File: config.mk
export PLATFORM = sky130hd
export DESIGN_NAME = l1_to_l2_request_arbiter
export DESIGN_NICKNAME = d
export VERILOG_FILES = /design/src/rtl/l1_to_l2_request_arbiter.sv
export SDC_FILE = /design/constraint.sdc
export NUM_CORES = 1
export LEC_CHECK = 0
export CAP_MARGIN = 5
export CORE_AREA = 2 2 488 490
export CTS_CLUSTER_SIZE = 14
export DETAILED_ROUTE_END_ITERATION = 7
export DIE_AREA = 0 0 490 492
export GPL_ROUTABILITY_DRIVEN = 0
export PLACE_DENSITY_LB_ADDON = 0.15
export SLEW_MARGIN = 20
export SYNTH_ARGS = -nofsm -noshare
export SYNTH_HDL_FRONTEND = slang
export SYNTH_SLANG_ARGS = --single-unit
export TNS_END_PERCENT = 20
File: constraint.sdc
create_clock -name clk -period 2.5 [get_ports clk]
set_input_delay 0.25 -clock clk [delete_from_list [all_inputs] [get_ports clk]]
set_output_delay 0.25 -clock clk [all_outputs]
set_load 0.005 [all_outputs]
File: src/rtl/l1_to_l2_request_arbiter.sv
// Round-robin arbiter funnelling L1 read/inclusion-write/write-back requests into the single L2 port.
// One transaction is in flight at a time; a watchdog aborts transactions that L2 never completes.
module l1_to_l2_request_arbiter #(
    parameter int NUM_PORTS              = 4,
    parameter int ADDRESS_WIDTH          = 32,
    parameter int DATA_WIDTH             = 32,
    parameter int MAIN_MEMORY_DATA_WIDTH = 128,
    parameter int TIMEOUT_CYCLES         = 64,
    localparam int PORT_W                = (NUM_PORTS > 1) ? $clog2(NUM_PORTS) : 1
) (
    input  logic                                        clk,
    input  logic                                        reset,
    input  logic [NUM_PORTS-1:0]                        l1_read_req_i,
    input  logic [NUM_PORTS-1:0]                        l1_write_req_i,
    input  logic [NUM_PORTS-1:0]                        l1_write_back_req_i,
    input  logic [NUM_PORTS*ADDRESS_WIDTH-1:0]          l1_address_i,
    input  logic [NUM_PORTS*DATA_WIDTH-1:0]             l1_write_data_i,
    input  logic [NUM_PORTS*MAIN_MEMORY_DATA_WIDTH-1:0] l1_write_back_data_i,
    output logic [NUM_PORTS-1:0]                        l1_ready_o,
    output logic [NUM_PORTS-1:0]                        l1_write_verified_o,
    output logic [NUM_PORTS-1:0]                        l1_write_back_verified_o,
    output logic [MAIN_MEMORY_DATA_WIDTH-1:0]           l1_read_block_o,
    output logic [ADDRESS_WIDTH-1:0]                    l2_address_o,
    output logic                                        l2_read_req_o,
    output logic                                        l2_write_req_o,
    output logic                                        l2_write_back_req_o,
    output logic [DATA_WIDTH-1:0]                       l2_write_data_o,
    output logic [MAIN_MEMORY_DATA_WIDTH-1:0]           l2_write_back_data_o,
    input  logic                                        l2_ready_i,
    input  logic                                        l2_write_verified_i,
    input  logic                                        l2_write_back_verified_i,
    input  logic [MAIN_MEMORY_DATA_WIDTH-1:0]           l2_read_block_i,
    output logic [PORT_W-1:0]                           grant_port_o,
    output logic                                        busy_o,
    output logic                                        timeout_error_o
);

    localparam int WDOG_W = (TIMEOUT_CYCLES > 1) ? $clog2(TIMEOUT_CYCLES) : 1;

    typedef enum logic [1:0] {IDLE, ISSUE, WAIT, RESPOND} state_e;
    typedef enum logic [1:0] {REQ_READ, REQ_WRITE, REQ_WB} req_e;

    state_e                            state_q;
    req_e                              type_q;
    req_e                              type_d;
    logic [PORT_W-1:0]                 ptr_q;
    logic [PORT_W-1:0]                 port_q;
    logic [PORT_W-1:0]                 port_d;
    logic [PORT_W-1:0]                 ptr_d;
    logic                              found_d;
    logic                              done_d;
    logic [WDOG_W-1:0]                 wdog_q;
    logic [NUM_PORTS-1:0]              active_d;
    logic [NUM_PORTS-1:0]              onehot_d;
    logic [NUM_PORTS-1:0]              l1_ready_q;
    logic [NUM_PORTS-1:0]              l1_wv_q;
    logic [NUM_PORTS-1:0]              l1_wbv_q;
    logic [MAIN_MEMORY_DATA_WIDTH-1:0] read_block_q;
    logic [ADDRESS_WIDTH-1:0]          address_q;
    logic [DATA_WIDTH-1:0]             wdata_q;
    logic [MAIN_MEMORY_DATA_WIDTH-1:0] wbdata_q;
    logic                              rd_req_q;
    logic                              wr_req_q;
    logic                              wb_req_q;
    logic [PORT_W-1:0]                 grant_q;
    logic                              timeout_q;

    assign active_d = l1_read_req_i | l1_write_req_i | l1_write_back_req_i;
    assign onehot_d = NUM_PORTS'(1) << port_q;
    assign ptr_d    = (port_q == PORT_W'(NUM_PORTS - 1)) ? '0 : port_q + 1'b1;
    assign done_d   = (type_q == REQ_READ  && l2_ready_i) ||
                      (type_q == REQ_WRITE && l2_write_verified_i) ||
                      (type_q == REQ_WB    && l2_write_back_verified_i);

    // First requesting port at or above the pointer, wrapping around.
    always_comb begin
        found_d = 1'b0;
        port_d  = '0;
        for (int i = 0; i < NUM_PORTS; i++) begin
            if (!found_d && active_d[(int'(ptr_q) + i) % NUM_PORTS]) begin
                found_d = 1'b1;
                port_d  = PORT_W'((int'(ptr_q) + i) % NUM_PORTS);
            end
        end
    end

    // Write-back outranks inclusion write, which outranks read, within one port.
    always_comb begin
        if (l1_write_back_req_i[port_d]) begin
            type_d = REQ_WB;
        end else if (l1_write_req_i[port_d]) begin
            type_d = REQ_WRITE;
        end else begin
            type_d = REQ_READ;
        end
    end

    always_ff @(posedge clk) begin
        if (reset) begin
            state_q      <= IDLE;
            type_q       <= REQ_READ;
            ptr_q        <= '0;
            port_q       <= '0;
            wdog_q       <= '0;
            l1_ready_q   <= '0;
            l1_wv_q      <= '0;
            l1_wbv_q     <= '0;
            read_block_q <= '0;
            address_q    <= '0;
            wdata_q      <= '0;
            wbdata_q     <= '0;
            rd_req_q     <= 1'b0;
            wr_req_q     <= 1'b0;
            wb_req_q     <= 1'b0;
            grant_q      <= '0;
            timeout_q    <= 1'b0;
        end else begin
            case (state_q)
                IDLE: begin
                    if (found_d) begin
                        port_q    <= port_d;
                        grant_q   <= port_d;
                        type_q    <= type_d;
                        address_q <= l1_address_i[int'(port_d)*ADDRESS_WIDTH +: ADDRESS_WIDTH];
                        wdata_q   <= l1_write_data_i[int'(port_d)*DATA_WIDTH +: DATA_WIDTH];
                        wbdata_q  <= l1_write_back_data_i[int'(port_d)*MAIN_MEMORY_DATA_WIDTH +: MAIN_MEMORY_DATA_WIDTH];
                        rd_req_q  <= (type_d == REQ_READ);
                        wr_req_q  <= (type_d == REQ_WRITE);
                        wb_req_q  <= (type_d == REQ_WB);
                        state_q   <= ISSUE;
                    end
                end
                ISSUE: begin
                    wdog_q  <= '0;
                    state_q <= WAIT;
                end
                WAIT: begin
                    if (done_d) begin
                        rd_req_q   <= 1'b0;
                        wr_req_q   <= 1'b0;
                        wb_req_q   <= 1'b0;
                        l1_ready_q <= (type_q == REQ_READ)  ? onehot_d : '0;
                        l1_wv_q    <= (type_q == REQ_WRITE) ? onehot_d : '0;
                        l1_wbv_q   <= (type_q == REQ_WB)    ? onehot_d : '0;
                        if (type_q == REQ_READ) begin
                            read_block_q <= l2_read_block_i;
                        end
                        state_q <= RESPOND;
                    end else if (wdog_q == WDOG_W'(TIMEOUT_CYCLES - 1)) begin
                        // Abort: withdraw the request and report, but never pulse the L1.
                        rd_req_q  <= 1'b0;
                        wr_req_q  <= 1'b0;
                        wb_req_q  <= 1'b0;
                        timeout_q <= 1'b1;
                        state_q   <= RESPOND;
                    end else begin
                        wdog_q <= wdog_q + 1'b1;
                    end
                end
                RESPOND: begin
                    l1_ready_q   <= '0;
                    l1_wv_q      <= '0;
                    l1_wbv_q     <= '0;
                    read_block_q <= '0;
                    grant_q      <= '0;
                    ptr_q        <= ptr_d;
                    state_q      <= IDLE;
                end
                default: state_q <= IDLE;
            endcase
        end
    end

    assign l1_ready_o               = l1_ready_q;
    assign l1_write_verified_o      = l1_wv_q;
    assign l1_write_back_verified_o = l1_wbv_q;
    assign l1_read_block_o          = read_block_q;
    assign l2_address_o             = address_q;
    assign l2_read_req_o            = rd_req_q;
    assign l2_write_req_o           = wr_req_q;
    assign l2_write_back_req_o      = wb_req_q;
    assign l2_write_data_o          = wdata_q;
    assign l2_write_back_data_o     = wbdata_q;
    assign grant_port_o             = grant_q;
    assign busy_o                   = (state_q != IDLE);
    assign timeout_error_o          = timeout_q;

endmodule

After elaboration in Yosys (flattened, before gate mapping)
Cells that the tools add are included.
{"block": "op_classes", "n_addsub": 5, "mul": 0, "div": 0, "order_cmp": 5, "n_eq_ne": 15, "shifts": 4, "mux": 55, "bitwise": 6, "n_reduce_logical": 30}
{"cell": "$shiftx 512x10->128", "count": 1}
{"cell": "$mux 128", "count": 2}
{"cell": "$pmux 128 s2", "count": 1}
{"cell": "$shiftx 128x8->32", "count": 2}
{"cell": "$mux 4", "count": 6}
{"cell": "$pmux 4 s2", "count": 3}
{"cell": "$mux 2", "count": 10}
{"cell": "$mux 1", "count": 19}
{"cell": "$bmux 1 s2", "count": 6}
{"cell": "$lt 3x4->1 const B", "count": 3}
{"cell": "$mux 6", "count": 2}
{"cell": "$pmux 6 s2", "count": 1}
{"cell": "$reduce_and 3->1", "count": 4}
{"cell": "$eq 2x2->1 const B", "count": 5}
{"cell": "$ne 2x2->1 const B", "count": 5}
{"cell": "$reduce_bool 2->1", "count": 5}
{"cell": "$or 4x4->4", "count": 2}
{"cell": "$pmux 2 s4", "count": 1}
{"cell": "$reduce_and 2->1", "count": 4}
{"cell": "$add 6x1->6 const B", "count": 1}
{"cell": "$eq 2x1->1 const B", "count": 3}
{"cell": "$eq 6x6->1 const B", "count": 1}
{"cell": "$logic_and 1x1->1", "count": 6}
{"cell": "$logic_not 2->1", "count": 3}
{"cell": "other kinds (12)", "count": 24}
{"block": "totals", "register_bits": 352, "latchBits": 0, "mem_bits_rw": 0, "romBits": 0, "in_bits": 913, "out_inout_bits": 339, "word_cells": 137, "mem_count": 0}

Logic depth before layout (Yosys ltp)
Gate-level depths: netlist of the first run.
{"block": "depth", "ltp_word": 21, "mapped_depth": 10, "mapped_depth_nobuf": 8}

Worst setup path before layout of the first run
Ideal clock, no wire load.
{"block": "synth_timing", "path_kind": "register to register", "startpoint": "register state_q[0]", "endpoint": "register read_block_q[20], in the netlist l1_read_block_o[20]", "arrival_time_ns": 2.166, "t_required_ns": 2.430, "setup_slack_ns": 0.264, "path_stages_with_launch": 11, "n_path_buf": 3, "period_less_slack_ns": 2.236, "cell_sequence": "dfxtp_1 -> inv_1 -> ha_1 -> clkbuf_1 -> o221ai_1 -> o21ai_1 -> a21o_1 -> clkbuf_1 -> clkbuf_1 -> nand2_1 -> a21oi_1"}
{"block": "synth_via", "elab_chain_cells": 3}
{"element": "start: declaration", "line": "43", "source": "state_e state_q;"}
{"element": "start signal: assignment", "line": "100", "source": "state_q <= IDLE;"}
{"element": "start signal: assignment", "line": "130", "source": "state_q <= ISSUE;"}
{"element": "start signal: assignment", "line": "135", "source": "state_q <= WAIT;"}
{"element": "$eq 2x2->1", "line": "118", "source": "case (state_q)"}
{"element": "$ne 2x2->1 (no source line) / $reduce_bool 2->1 (equally long branches)"}
{"element": "$reduce_and 3->1 (no source line)"}
{"element": "end signal: assignment", "line": "146", "source": "read_block_q <= l2_read_block_i;"}
{"element": "end: declaration", "line": "58", "source": "logic [MAIN_MEMORY_DATA_WIDTH-1:0] read_block_q;"}
Several ways; a longest one is shown, not always the timed one.
A chain may end at the register's enable or synchronous reset.

Worst setup path after layout of the first run
{"block": "layout_timing", "startpoint": "input port l1_read_req_i[0]", "endpoint": "register wbdata_q[109], in the netlist l2_write_back_data_o[109]"}
{"block": "layout_via", "elab_chain_cells": 15}
{"element": "start: declaration", "line": "13", "source": "input logic [NUM_PORTS-1:0] l1_read_req_i,"}
{"element": "$or 4x4->4 (*) (2 in a row)", "line": "68", "source": "assign active_d = l1_read_req_i | l1_write_req_i | l1_write_back_req_i;"}
{"element": "$bmux 1 s2", "line": "80", "source": "if (!found_d && active_d[(int'(ptr_q) + i) % NUM_PORTS]) begin"}
{"element": "$mux 1 (implied by the code)", "line": "80"}
{"element": "$mux 1", "line": "80"}
{"element": "$logic_not 1->1", "line": "80"}
{"element": "$logic_and 1x1->1", "line": "80"}
{"element": "$mux 1", "line": "80"}
{"element": "$logic_not 1->1", "line": "80"}
{"element": "$logic_and 1x1->1", "line": "80"}
{"element": "$mux 1", "line": "80"}
{"element": "$logic_not 1->1", "line": "80"}
{"element": "$logic_and 1x1->1", "line": "80"}
{"element": "$mux 2 / $mux 1 (equally long branches)", "line": "80"}
{"element": "$shiftx 512x10->128 / $reduce_and 2->1 (equally long branches)"}
{"element": "end signal: assignment", "line": "126", "source": "wbdata_q <= l1_write_back_data_i[int'(port_d)*MAIN_MEMORY_DATA_WIDTH +: MAIN_MEMORY_DATA_WIDTH];"}
{"element": "end: declaration", "line": "61", "source": "logic [MAIN_MEMORY_DATA_WIDTH-1:0] wbdata_q;"}
Every way passes the cells marked *; elsewhere a longest branch is shown, timed or not. The select of a mux whose other input is x is not followed.

==> results.json, run 1 <==
{
  "status": "finished clean",
  "critPathMaxFanout": 25,
  "viasPerCell": 3.20,
  "antenna_found_initial": 50,
  "worstSetupPathType": "primary input to flip-flop",
  "final_common_cell": "clkdlybuf4s50_1",
  "synthArstFlopShare_pct": 0,
  "first_pass_iters": 5,
  "ir_drop_mv": 0.525,
  "io_buffers": 1251,
  "hp-class": "primary input to flip-flop",
  "start_kind": "primary input",
  "pwr-share-clk_pct": 25.9,
  "worstPathRequired_ns": 3.07,
  "grtUsageTotal_pct": 12.4,
  "worst_pin_slew_ns": 0.716,
  "crit_path_frequent_cell": "buf_12",
  "numCtsBuffers": 53,
  "setup_viol": 0,
  "tns_ns": 0,
  "num_vias": 21100,
  "avgSynthCellArea_um2": 8.89,
  "synth_compound_area_share_pct": 15.8,
  "fin_nets": 4283,
  "dp_slack_ns": -0.734,
  "synth_area_leaders": "dfxtp_1 (39%), mux2i_1 (22%), nand2_1 (11%), a32o_1 (11%), nand3b_1 (5.3%)",
  "cts_tree": "done",
  "critPathCaptureType": "flip-flop",
  "synthCells": 2048,
  "drc": 0,
  "start_util_pct": 7.70,
  "synth_ff_type": "dfxtp_1",
  "synth_fa_ha_area_share_pct": 0.687,
  "grt_overflow": 0,
  "p_sw_mw": 12.1,
  "place_hpwl_um": 133000,
  "yosys_warnings": 0,
  "die_h_um": 492,
  "h-tree-depth": 2,
  "crit_arrival_ns": 2.96,
  "cts.path.max_buffers": 3,
  "rows": 179,
  "drv_slew": 0,
  "leakage_nw": 15.6,
  "hold_violations": 0,
  "critPathMaxStageDelay_ns": 0.45,
  "layout-drive-gt1-share_pct": 9.08,
  "postRouteWirelength_um": 156000,
  "synth_nets": 2971,
  "wl_per_cell_um": 23.7,
  "worst_slew_margin_rel_pct": 51.7,
  "power_density_nw_per_um2": 835,
  "clock_latency_ns": 0.68,
  "slowest_stage": "clkdlybuf4s50_1",
  "io_pins": 1252,
  "path_clk_slew_ns": 0.06,
  "fin_crit_ns": 2.39,
  "crit_chain": "clkdlybuf4s50_1, or3_4, a211oi_2, o21ai_4, buf_12, buf_12, mux2i_2, buf_4, nand2_1, a32o_1",
  "ys_seq_elements": 352,
  "whs_ns": 0.162,
  "synth.area.mux_share_pct": 21.7,
  "power_frac_comb_pct": 46.7,
  "cp_top_family": "buffers and inverters",
  "synthXorXnorAreaFrac_pct": 0.192,
  "die-area_um2": 241000,
  "die_w_um": 490,
  "drtAntennaViolNets": 0,
  "clock.fmax_ghz": 0.418,
  "synth-edff-count": 0,
  "clock-sinks": 352,
  "yosys.area_share.simple_pct": 17.9,
  "worst-path-buf-inv": 4,
  "seq_area_frac_synth_pct": 38.7,
  "root_buffer": "clkbuf_16",
  "swShare_pct": 38.2,
  "grt_pass1_wl_um": 205000,
  "fin_util_pct": 16.0,
  "setup_slack_ns": 0.108,
  "grt_pass1_vias": 22400,
  "syn_area_um2": 18200,
  "synthDistinctLibCells": 40,
  "drt_iter0_markers": 1041,
  "finalCritPeriodShare_pct": 95.7,
  "p_seq_share_pct": 27.4,
  "power_mw": 31.6,
  "area_delta_synth_final_pct": 108,
  "yosys.area.top_type": "dfxtp_1",
  "max_cap_violations": 0,
  "layout_common_cells": "clkdlybuf4s50_1 (1247), nand2_1 (520), mux2i_1 (392)",
  "grt_max_degree": 138,
  "synth_top_family_by_area": "multiplexers",
  "internal-power_mw": 19.6,
  "synth.top_cell.area_share_pct": 38.7,
  "skew_ns": 0.0257,
  "rsz0062_at_grt": "false",
  "core_region_area_um2": 236000
}
[layout make-up]
cell class                      count  area, µm²
Antenna cell                       13       32.5
Clock buffer                       74       1530
Clock inverter                     24        313
Fill cell                       26800     198000
Inverter                            9       33.8
Multi-Input combinational cell   1494      10300
Sequential cell                   352       7050
Tap cell                         3167       3960
Timing Repair Buffer             1450      14600
[cells by family (layout without fill, tap and decap cells)]
kind of cell / Yosys count / count (layout)
and+or+nand+nor: 719 / 719
muxes: 394 / 394
AOI/OAI and AO/OA: 367 / 367
DFF: 352 / 352
buffers and inverters: 202 / 1557
adders and majority gates: 10 / 10
xor gates and xnor gates: 4 / 4
other: 0 / 13
[registers in the layout, summed over array words and instances (netlist names), 4 cells and up]
register and cells:
l1_write_verified_o 4, l1_ready_o 4, l1_read_block_o 128, wdog_q 6, l2_write_data_o 32, l2_address_o 32
l2_write_back_data_o 128, l1_write_back_verified_o 4
[metrics by stage]
stage | cells | cell area (µm²)
6_report | 6583 | 37900
2_1_floorplan | 2048 | 18200
3_5_place_dp | 6471 | 36000
4_1_cts | 6570 | 37800
5_1_grt | 6573 | 37900
3_3_place_gp | 6471 | 36000
[metal layers]
layer	GRT usage, %	wire length, µm	vias up
met5	0	316	-
met4	3.68	4640	46
met3	5.26	14500	176
met2	21.9	77000	898
met1	13.3	59300	9879
li1	-	-	10100
[worst reg2reg max path: cells and delay by family (launching register included)]
family                 cells  cell delay [ns]
multiplexers               1             0.38
buffers and inverters      4             0.94
AO/OA/AOI/OAI              3             0.41
flip-flops                 1             0.36
AND/OR/NAND/NOR            2             0.22
[power by group through the flow]
stage,combinational [mW],clock (mW),sequential [mW]
detailed placement,15.4,0,8.83
global placement,15.4,0,8.81
floorplan,4.80,0,8.45
finish,14.8,8.20,8.65
CTS,15.4,8.63,8.72
global route,16.0,8.76,8.90
[path summary, 6_finish.rpt]
| path | to | slack, ns | cells past startpoint | startpoint |
|---|---|---|---|---|
| hold reg to reg | l1_read_block_o[13]$_SDFFE_PP0P_ | 0.45 | 2 | l1_read_block_o[13]$_SDFFE_PP0P_ |
| setup reg to reg | l2_write_back_data_o[109]$_SDFFE_PP0P_ | 0.12 | 10 | ptr_q[1]$_SDFFE_PP0P_ |
| setup / recovery | l2_write_back_data_o[109]$_SDFFE_PP0P_ | 0.11 | 10 | l1_read_req_i[0] |
| hold / removal | l1_read_block_o[14]$_SDFFE_PP0P_ | 0.16 | 3 | l2_read_block_i[14] |
[Yosys cell counts, types with 2 or more instances]
library cell and n:
xor2_1 4, clkbuf_1 122, o21ai_1 3, nand2b_1 6, dfxtp_1 352, or3_1 2, buf_1 10, a21oi_1 149
a211o_1 2, inv_1 9, nand4_1 4, ha_1 10, a22o_1 2, o21ai_0 4, nand3b_1 128, or2_2 2
nand2_1 520, and3_1 2, a2bb2oi_1 2, buf_4 2, a22oi_1 2, nor3_1 18, o32ai_1 2, mux2i_1 393
buf_6 11, buf_2 48, a32o_1 192, nor2_1 34, a211oi_2 2
[what timing repair did]
item | 4_1_cts | 5_1_grt
gates resized for setup | 3 | 3
setup endpoints to repair | 4 | 20
hold buffers | 1 | 0
hold endpoints to repair | 3 | 0
buffers inserted | 0 | 0
(Power assumes the default switching activity.)
==> run 2: changes to the inputs <==
- PLACE_DENSITY_LB_ADDON: 0.15 -> not set
==> run 2 against run 1 <==
First-iteration DRC count increased by 18%. Hold slack improved by 0.015 ns. Utilization decreased by 0.20 points. Flip-flop and latch count unchanged. Largest cell class unchanged. Largest power group unchanged. Critical path type is now flip-flop to flip-flop. Critical endpoint is now l2_write_back_data_o[96]$_SDFFE_PP0P_. Critical path depth unchanged. Total power decreased by 1.4%. Setup slack got worse by 0.058 ns.
==> results.json, run 2 (same netlist as run 1, synthesis figures left out) <==
{
  "status": "finished clean",
  "antenna_found_initial": 133,
  "clock.fmax_ghz": 0.408,
  "wl_per_cell_um": 27.9,
  "numCtsBuffers": 47,
  "num_vias": 22300,
  "core_region_area_um2": 236000,
  "dp_slack_ns": -1.23,
  "hold_violations": 0,
  "power_frac_comb_pct": 49.2,
  "ff2ff_setup_slack_ns": 0.05,
  "worst_pin_slew_ns": 0.722,
  "grt_pass1_wl_um": 230000,
  "drtAntennaViolNets": 0,
  "viasPerCell": 3.39,
  "worstSetupPathType": "flip-flop to flip-flop",
  "grt_max_degree": 138,
  "cts_tree": "done",
  "io_buffers": 1251,
  "drv_slew": 0,
  "start_kind": "flip-flop",
  "max_cap_violations": 0,
  "critPathMaxFanout": 11,
  "cts.path.max_buffers": 3,
  "path_clk_slew_ns": 0.06,
  "setup_slack_ns": 0.0505,
  "fin_nets": 4254,
  "place_hpwl_um": 164000,
  "swShare_pct": 40.6,
  "layout_common_cells": "clkdlybuf4s50_1 (1232), nand2_1 (520), mux2i_1 (389)",
  "power_mw": 31.2,
  "final_common_cell": "clkdlybuf4s50_1",
  "io_pins": 1252,
  "h-tree-depth": 2,
  "rows": 179,
  "pwr-share-clk_pct": 23.5,
  "fin_util_pct": 15.8,
  "leakage_nw": 15.3,
  "die_h_um": 492,
  "rsz0062_at_grt": "false",
  "clock_latency_ns": 0.68,
  "setup_viol": 0,
  "power_density_nw_per_um2": 833,
  "drt_iter0_markers": 1224,
  "grt_pass1_vias": 22600,
  "skew_ns": 0.0264,
  "internal-power_mw": 18.5,
  "p_seq_share_pct": 27.3,
  "critPathCaptureType": "flip-flop",
  "dp.cells": 6446,
  "layout-drive-gt1-share_pct": 8.70,
  "p_sw_mw": 12.7,
  "grt_overflow": 0,
  "worstPathRequired_ns": 3.06,
  "first_pass_iters": 5,
  "fin_crit_ns": 2.45,
  "drc": 0,
  "worst_slew_margin_rel_pct": 51.7,
  "crit_arrival_ns": 3.01,
  "root_buffer": "clkbuf_16",
  "fin_cells": 6588,
  "die-area_um2": 241000,
  "finalCritPeriodShare_pct": 98.0,
  "hp-class": "primary input to flip-flop",
  "clock-sinks": 352,
  "area_delta_synth_final_pct": 106,
  "postRouteWirelength_um": 184000,
  "grtUsageTotal_pct": 14.5,
  "start_util_pct": 7.70,
  "ir_drop_mv": 0.567,
  "die_w_um": 490
}
[run 2: final timing paths]
path / from / end / cells past startpoint
setup / recovery: ptr_q[1]$_SDFFE_PP0P_ / l2_write_back_data_o[96]$_SDFFE_PP0P_ / 10
setup reg to reg: ptr_q[1]$_SDFFE_PP0P_ / l2_write_back_data_o[96]$_SDFFE_PP0P_ / 10
hold / removal: l2_read_block_i[2] / l1_read_block_o[2]$_SDFFE_PP0P_ / 3
hold reg to reg: l1_read_block_o[20]$_SDFFE_PP0P_ / l1_read_block_o[20]$_SDFFE_PP0P_ / 2
[run 2: cell type report]
type                    instances  area (µm²)
diodes                         52         130
repair buffers               1427       14200
fillers                     26700      199000
flip-flops and latches        352        7050
multi-input cells            1494       10400
inverters                       9        33.8
clock inverters                23         312
well taps                    3167        3960
clock buffers                  64        1340
[run 2: repair_timing]
item                                    CTS  global route
hold buffers                              1             0
gates cloned                              0             1
buffers inserted                          0             1
hold endpoints to repair                 21             0
resized for setup                        10             2
endpoints found under the setup margin   18             9
[run 2: critical path: stages, from the launching register on]
cell and delay, ns:
dfxtp_2 0.37, nor2_1 0.17, a2bb2oi_1 0.09, buf_4 0.15
o21ai_4 0.07, buf_12 0.22, buf_4 0.27, buf_4 0.20
mux2i_2 0.34, nand2_1 0.12, a32o_1 0.26
[run 2: layer usage]
metal	track usage [%]	vias to the layer above	routed length, µm	part of all wire [%]
met5	0	-	424	0.23
met4	5.88	68	8480	4.6
met3	7.50	362	21800	12
met2	25.9	1291	91200	50
met1	14.0	10600	61900	34
li1	-	10000	-	-
[run 2: power groups by stage]
stage	logic, mW	registers (mW)	clock network [mW]
floorplan	4.80	8.45	0
global placement	15.7	8.58	0
detailed placement	15.8	8.65	0
CTS	15.8	8.53	7.61
global route	16.5	8.70	7.76
finish	15.3	8.52	7.33
[run 2: metrics by stage]
stage	hold WS [ns]	area, µm²	TNS [ns]
finish	0.177	37400	0
global route	0.149	37300	0
CTS	0.103	37300	-0.00678
detailed placement	0.445	35600	-134.54
global placement	0.436	35600	-130.12
floorplan	0.414	18200	0
